$ cat src/rtl/bus_arbiter_pkg.sv
// Shared types and constants for the SoC bus arbiter: owner states,
// slave region nibbles, routed-master selector and slave one-hot select.
package bus_arbiter_pkg;

  // Bus owner states
  typedef enum logic [1:0] {
    OWN_CORE     = 2'd0,
    OWN_HANDOVER = 2'd1,
    OWN_DBG      = 2'd2,
    OWN_RETURN   = 2'd3
  } own_state_e;

  // Region nibbles taken from the top four address bits
  localparam logic [3:0] SLV_ROM = 4'h0;
  localparam logic [3:0] SLV_RAM = 4'h1;

  // Which master drives the slaves this cycle
  typedef enum logic [1:0] {
    MSTR_NONE = 2'd0,
    MSTR_M0   = 2'd1,
    MSTR_M1   = 2'd2,
    MSTR_M2   = 2'd3
  } mstr_e;

  // One-hot slave select produced by the address decoder
  typedef struct packed {
    logic none;
    logic s1;
    logic s0;
  } slv_sel_t;

endpackage

$ cat src/rtl/bus_addr_dec.sv
// Address region decoder: maps the top address nibble to a one-hot
// rom / ram / unmapped select.
module bus_addr_dec
  import bus_arbiter_pkg::*;
(
  input  logic [3:0] i_region,
  output slv_sel_t   o_sel
);

  // Decode the region nibble; anything outside rom/ram is unmapped
  always_comb begin
    o_sel = '0;
    case (i_region)
      SLV_ROM: o_sel.s0   = 1'b1;
      SLV_RAM: o_sel.s1   = 1'b1;
      default: o_sel.none = 1'b1;
    endcase
  end

endmodule

$ cat src/rtl/bus_arbiter.sv
// Three-master / two-slave bus arbiter. The core data port has priority
// over instruction fetch; the debug port takes the bus only after a
// drained handover during which nothing is routed and the core is held.
module bus_arbiter
  import bus_arbiter_pkg::*;
#(
  parameter int ADDR_W          = 32,
  parameter int DATA_W          = 32,
  parameter int HANDOVER_CYCLES = 2
) (
  input  logic              clk,
  input  logic              rst,
  // core data port
  input  logic [ADDR_W-1:0] m0_addr_i,
  input  logic [DATA_W-1:0] m0_wdata_i,
  output logic [DATA_W-1:0] m0_rdata_o,
  input  logic              m0_req_i,
  input  logic              m0_we_i,
  // core fetch port
  input  logic [ADDR_W-1:0] m1_addr_i,
  output logic [DATA_W-1:0] m1_rdata_o,
  // debug port
  input  logic [ADDR_W-1:0] m2_addr_i,
  input  logic [DATA_W-1:0] m2_wdata_i,
  output logic [DATA_W-1:0] m2_rdata_o,
  input  logic              m2_req_i,
  input  logic              m2_we_i,
  output logic              m2_gnt_o,
  // rom
  output logic [ADDR_W-1:0] s0_addr_o,
  output logic [DATA_W-1:0] s0_data_o,
  input  logic [DATA_W-1:0] s0_data_i,
  output logic              s0_we_o,
  // ram
  output logic [ADDR_W-1:0] s1_addr_o,
  output logic [DATA_W-1:0] s1_data_o,
  input  logic [DATA_W-1:0] s1_data_i,
  output logic              s1_we_o,
  // core stall and decode error
  output logic              hold_o,
  output logic              dec_err_o
);

  localparam logic [3:0] HC_LOAD = 4'(HANDOVER_CYCLES - 1);

  own_state_e        r_state;
  own_state_e        w_state_next;
  logic [3:0]        r_cnt;
  logic [3:0]        w_cnt_next;

  mstr_e             w_mstr;
  logic              w_hold;
  logic              w_gnt;

  logic [ADDR_W-1:0] w_addr;
  logic [DATA_W-1:0] w_wdata;
  logic              w_we;
  logic              w_access;
  logic [DATA_W-1:0] w_rdata;
  slv_sel_t          w_sel;

  // Owner state and handover counter registers
  always_ff @(posedge clk) begin
    if (rst) begin
      r_state <= OWN_CORE;
      r_cnt   <= 4'd0;
    end else begin
      r_state <= w_state_next;
      r_cnt   <= w_cnt_next;
    end
  end

  // Next owner: an abort during handover wins over the counter expiring
  always_comb begin
    w_state_next = r_state;
    w_cnt_next   = r_cnt;
    case (r_state)
      OWN_CORE: begin
        if (m2_req_i) begin
          w_state_next = OWN_HANDOVER;
          w_cnt_next   = HC_LOAD;
        end
      end
      OWN_HANDOVER: begin
        if (!m2_req_i) begin
          w_state_next = OWN_RETURN;
        end else if (r_cnt == 4'd0) begin
          w_state_next = OWN_DBG;
        end else begin
          w_cnt_next = r_cnt - 4'd1;
        end
      end
      OWN_DBG: begin
        if (!m2_req_i) begin
          w_state_next = OWN_RETURN;
        end
      end
      OWN_RETURN: begin
        if (m2_req_i) begin
          w_state_next = OWN_HANDOVER;
          w_cnt_next   = HC_LOAD;
        end else begin
          w_state_next = OWN_CORE;
        end
      end
      default: w_state_next = OWN_CORE;
    endcase
  end

  // Per-state routing choice, core hold and debug grant
  always_comb begin
    w_mstr = MSTR_NONE;
    w_hold = 1'b1;
    w_gnt  = 1'b0;
    case (r_state)
      OWN_CORE: begin
        w_mstr = m0_req_i ? MSTR_M0 : MSTR_M1;
        w_hold = m0_req_i;
      end
      OWN_DBG: begin
        w_mstr = MSTR_M2;
        w_gnt  = 1'b1;
      end
      default: begin
        w_mstr = MSTR_NONE;
        w_hold = 1'b1;
      end
    endcase
  end

  // Select the routed master's address, write data and write enable;
  // a debug write is only honoured while the request is still asserted
  always_comb begin
    w_addr   = '0;
    w_wdata  = '0;
    w_we     = 1'b0;
    w_access = 1'b0;
    case (w_mstr)
      MSTR_M0: begin
        w_addr   = m0_addr_i;
        w_wdata  = m0_wdata_i;
        w_we     = m0_we_i;
        w_access = 1'b1;
      end
      MSTR_M1: begin
        w_addr   = m1_addr_i;
        w_access = 1'b1;
      end
      MSTR_M2: begin
        w_addr   = m2_addr_i;
        w_wdata  = m2_wdata_i;
        w_we     = m2_we_i & m2_req_i;
        w_access = m2_req_i;
      end
      default: ;
    endcase
  end

  bus_addr_dec u_dec (
    .i_region (w_addr[ADDR_W-1 -: 4]),
    .o_sel    (w_sel)
  );

  assign w_rdata = w_sel.s0 ? s0_data_i :
                   w_sel.s1 ? s1_data_i : '0;

  // Everything reads zero while reset is held
  assign s0_addr_o  = rst ? '0 : w_addr;
  assign s1_addr_o  = rst ? '0 : w_addr;
  assign s0_data_o  = rst ? '0 : w_wdata;
  assign s1_data_o  = rst ? '0 : w_wdata;
  assign s0_we_o    = !rst && w_we && w_sel.s0;
  assign s1_we_o    = !rst && w_we && w_sel.s1;
  assign hold_o     = !rst && w_hold;
  assign m2_gnt_o   = !rst && w_gnt;
  assign dec_err_o  = !rst && w_access && w_sel.none;
  assign m0_rdata_o = (!rst && w_mstr == MSTR_M0) ? w_rdata : '0;
  assign m1_rdata_o = (!rst && w_mstr == MSTR_M1) ? w_rdata : '0;
  assign m2_rdata_o = (!rst && w_mstr == MSTR_M2) ? w_rdata : '0;

endmodule

$ cat config.mk
export PLATFORM = sky130hd
export DESIGN_NAME = bus_arbiter
export DESIGN_NICKNAME = d
export VERILOG_FILES = /design/src/rtl/bus_arbiter_pkg.sv /design/src/rtl/bus_addr_dec.sv /design/src/rtl/bus_arbiter.sv
export SDC_FILE = /design/constraint.sdc
export NUM_CORES = 1
export LEC_CHECK = 0
export CELL_PAD_IN_SITES_DETAIL_PLACEMENT = 0
export CELL_PAD_IN_SITES_GLOBAL_PLACEMENT = 1
export CORE_AREA = 3 3 176 178
export CTS_CLUSTER_SIZE = 30
export DETAILED_ROUTE_END_ITERATION = 10
export DIE_AREA = 0 0 179 181
export GPL_TIMING_DRIVEN = 1
export PLACE_DENSITY = 0.7
export SETUP_SLACK_MARGIN = 0.2
export SYNTH_ARGS = -nofsm -noshare
export SYNTH_HDL_FRONTEND = slang
export SYNTH_HIERARCHICAL = 1
export SYNTH_SLANG_ARGS = --single-unit
export TNS_END_PERCENT = 5
$ cat constraint.sdc
create_clock -name clk -period 4.6 [get_ports clk]
set_clock_uncertainty 0.1 [all_clocks]
set_input_delay 1.15 -clock clk [delete_from_list [all_inputs] [get_ports clk]]
set_output_delay 1.15 -clock clk [all_outputs]
set_load 0.03 [all_outputs]
**Yosys cells after proc, flatten, opt, wreduce, memory -nomap -nowiden**

Index checks and enable logic that the tools add are counted.
Widths: inputs -> output; s select.

- Div/mod/pow operators: 0
- Muxes and demuxes: 28
- Equal/unequal tests: 13
- Magnitude comparators: 0
- Multiply operators: 0
- Add/sub/neg operators: 1
- Bitwise gates (word level): 1
- Shifts and indexed selects: 0
- Reduce and logical (&&, ||, !) cells: 20

Operator list:

| cell | count |
|---|---|
| $mux 32 | 7 |
| $pmux 32 s3 | 1 |
| $pmux 32 s2 | 1 |
| $mux 4 | 3 |
| $logic_and 1x1->1 | 10 |
| $mux 2 | 5 |
| $eq 2x2->1 const B | 4 |
| $logic_not 4->1 | 2 |
| $ne 2x2->1 const B | 4 |
| $pmux 2 s4 | 1 |
| $pmux 4 s2 | 1 |
| $mux 1 | 6 |
| $reduce_or 2->1 | 3 |
| $eq 2x1->1 const B | 2 |
| $eq 4x1->1 const B | 1 |
| $pmux 1 s2 | 2 |
| $pmux 2 s2 | 1 |
| $reduce_and 4->1 | 1 |
| $sub 4x1->4 const B | 1 |
| $ne 3x3->1 const B | 1 |
| $reduce_and 3->1 | 1 |
| $logic_not 2->1 | 1 |
| $ne 2x1->1 const B | 1 |
| $reduce_bool 2->1 | 1 |
| 2 further kinds | 2 |

- Logic and storage cells: 65
- RAM bits: 0
- Memory bits (read-only): 0
- Flip-flop bits (word level): 6
- Latch bits: 0
- Output and inout port bits: 229
- Input port bits: 230
- Memories kept: 0

**Depth between registers and ports, before layout**

- Depth in word-level cells: 9
- Depth in mapped cells: 16
- Depth with buffers taken out: 12

**Cells and area by module**

Netlist, hierarchy kept.

By module, submodules not included:

| module | times used | area an instance (um^2) | sequential area each (um^2) | cells an instance |
|---|---|---|---|---|
| bus_arbiter | 1 | 2698.8 | 120.1 | 442 |
| bus_addr_dec | 1 | 21.3 | 0.0 | 3 |

**Worst setup path before layout**

OpenSTA, ideal clock, no wires.

- Path kind: input to output
- Start point: input port m0_req_i
- End point: output port m0_rdata_o[10]
- Arrival time: 3.770 ns
- Stages on the path: 13
- Slack: -0.420 ns
- Required time: 3.350 ns
- Cell sequence: nor2b_1 nor2_1 inv_1 ha_1 clkbuf_1 clkbuf_1 a222oi_1 nor2_1 nor4_1 clkbuf_1 clkbuf_1 a22oi_1 nor2_1

RTL lines:

| element | line | source |
|---|---|---|
| from (decl) | bus_arbiter.sv:17 | `input logic m0_req_i,` |
| to (decl) | bus_arbiter.sv:16 | `output logic [DATA_W-1:0] m0_rdata_o,` |

==> impl_results.md <==
- Die width: 179 um
- Most frequent cells in the layout: buf_4 (240), clkdlybuf4s50_1 (230), nor2_1 (153)
- Worst-path cell chain: buf_8 > a21oi_4 > inv_2 > ha_4 > a222oi_1 > nor2_1 > nor4_2 > buf_4 > nor2b_4 > buf_4 > a22oi_1 > nor2_1 > buf_4
- Vias per cell: 4.01
- Period Utilization, post-route: 1.05
- Initial Util: 0.0920
- Final setup vio count: 93
- Startpoint Class: primary input
- Syn-to-layout area delta: 174%
- Internal power: 1.39 mW
- Sum of negative setup slack: -15.90 ns
- Post-synthesis net count: 685
- Crit-path max FO: 6
- Reg2reg start: r_state[0]$_SDFFE_PP0P_
- Synth Register Bits: 6
- Die area: ~0.032 mm2
- Post-DP Area: approximately 0.0071 mm2
- Worst Tran Pin Value: ~0.7 ns
- Slew HR: 0.536
- Hold Path Origin: r_cnt[1]$_SDFFE_PP0P_
- Worst-path cell with the longest stage delay: a222oi_1
- Global Route Usage Sum: 0.118
- Total number of vias: about 4900
- Final net count: 1084
- Total gr overflow: 0
- Antenna-violating nets left: 0
- Sw power: roughly 1.8 mW
- Root Buffer: clkbuf_16
- Slew Viols, Final: 0
- Max Clock Freq: 206 MHz
- CP Launch Point: m0_req_i
- LEAKAGE: about 3.1 nW
- CTS buffer count: 3
- Pwr/cell area: 432 mW/mm2
- Sequential Area: about 120 um2
- Slowest Stage Delay on Critical Path: 0.42 ns
- CTS H-tree depth: 1
- Maxcap violations: 0
- Post-Syn Area: about 0.0027 mm2
- RSZ-0062 raised after global routing: true
- Core area: 0.0296 mm2
- First DRT Iteration DRCs: 271
- Sw frac: 0.568
- Commonest non-fill, non-tap cell in the layout: buf_4
- CP most frequent cell: buf_4
- Synth Instances: 445
- Post-route minimum period: ~4.9 ns
- Combinational share of power: 0.930
- Sequential share of power: 0.026
- Num ports: 459
- Status: finished with violations
- Reg2reg path depth: 5
- Multi-input gate area: between 0.002 and 0.0025 mm2
- Initial antenna violation count: 1
- WL final: 21400 um
- Clock transition at path regs: around 0.03 ns
- Final WS setup: -0.252 ns
- Post-route cell area: 0.00745 mm2
- Failing checks: negative setup slack
- Top delay family on crit path: compound AO/OA/AOI/OAI gates
- Critical path arrival: approximately 3.6 ns
- Syn Area/Cell: 6.11 um2
- Std-Cell Rows: 63
- Hpwl dp: between 15000 and 20000 um
- Die Y: 181 um
- WHS: 0.389 ns
- Synth warnings: 6
- Bufs and invs on worst path: 5
- Placement Setup Slack: -0.967 ns
- Maximum vdd drop: 0.000277 V
- Worst hold stages: 2
- Pin count of the biggest net entering global routing: a little over 60
- Clk sinks: 6
- Register area share after synthesis: 0.0442
- First-pass DRT Iterations: 8
- Final hold violation count: 0
- CP Depth: 13
- Hold Crit Class: reg2reg
- Worst-case clock buffer depth: 2
- Share of cells above drive strength 1: 0.381
- WS Path Type: in2out
- Clk_lat worst skew: 0.23 ns
- Number of global-route vias before repair: between 4000 and 5000
- Filler Cell Count: 3242
- TritonCTS clock tree: done
- Count of input and output buffers: 458
- Final Util: 0.252
- First-pass GRT wire length: 29700 um
- CP endpoint kind: output pin
- Per-cell routed wire length: 17.4 um
- Routability cong.: 0.829
- DRC: 0
- Worst path required time: 3.35 ns
- Power share of the clock group: 0.043
- Synth cell types: 33
- Diode count: 0
==> synth_stat cells, drive strengths merged <==
cell      n  area, um2
a222oi   32        320
or2       2       12.5
inv       9       33.8
nand2b    6       37.5
or2b      1       7.51
clkbuf   31        116
or4b      2       20.0
nor2    169        634
or3       2       12.5
or3b      2       17.5
a21oi     5       25.0
dfxtp     6        120
a22oi    63        473
a211oi    1       7.51
nor3      1       5.00
and2      2       12.5
ha       10        125
buf      78        552
a32oi     1       8.76
and3b     1       8.76
nor2b     4       25.0
a31oi     2       12.5
mux2      3       33.8
nand4b    1       8.76
mux2i     3       30.0
nand2     3       11.3
nor4b     1       8.76
o211ai    2       25.0
a211o     1       8.76
nor4      1       6.26
==> worst register-to-register path, stage by stage, from the launching register on <==
cell,delay (ns)
dfxtp_1,0.35
inv_1,0.10
ha_1,0.31
mux2_1,0.33
a31oi_1,0.25
mux2_1,0.34
==> repair_timing <==
item	in CTS	in global routing
hold buffers	0	0
setup endpoints to repair	227	98
pin swaps	45	22
cloned	1	0
buffers inserted	6	0
gates resized for setup	70	15
==> metal layers <==
metal  up-vias  share of wire  track usage
li1       2328              -            -
met1      2298           0.36        0.129
met2       289           0.52        0.228
met3        18           0.10       0.0269
met4         2          0.016       0.0224
met5         -        0.00079            0
==> registers in the layout, summed over array words and instances (netlist names) <==
| register | flops |
|---|---|
| r_cnt | 4 |
| r_state | 2 |
==> through the flow <==
step	cells	total power, mW
after CTS	1232	3.22
after global routing	1232	3.44
after global placement	1222	2.91
after floorplan	445	1.91
after detailed placement	1222	2.92
final	1232	3.22
==> cell families (layout without fill, tap and decap cells) <==
family,after synthesis,after routing,share of synthesized area
simple gates,198,198,0.305
buf+inv,118,515,0.258
compound gates,107,107,0.324
fa+ha+maj,10,10,0.0460
mux,6,6,0.0235
flops,6,6,0.0442
==> final timing paths <==
check                                  to  slack, ns
setup / recovery           m1_rdata_o[29]      -0.25
hold reg to reg     r_cnt[1]$_SDFFE_PP0P_       0.39
setup reg to reg  r_state[0]$_SDFFE_PP0P_       2.71
hold / removal      r_cnt[1]$_SDFFE_PP0P_       0.39
==> power groups by stage <==
stage                     sequential [mW]  combinational [mW]  clock (mW)
after floorplan                    0.0808                1.83           0
after global placement             0.0840                2.82           0
after detailed placement           0.0847                2.83           0
after CTS                          0.0839                3.00       0.144
after global routing               0.0863                3.21       0.146
final                              0.0838                2.99       0.140
==> cell type report <==
| type | instances | area share |
|---|---|---|
| Sequential cell | 6 | 0.0161 |
| Inverter | 9 | 0.00454 |
| Timing Repair Buffer | 503 | 0.617 |
| Clock buffer | 3 | 0.0101 |
| Tap cell | 390 | 0.0655 |
| Multi-Input combinational cell | 321 | 0.287 |
Note: power is estimated with default switching activity, not from simulation.
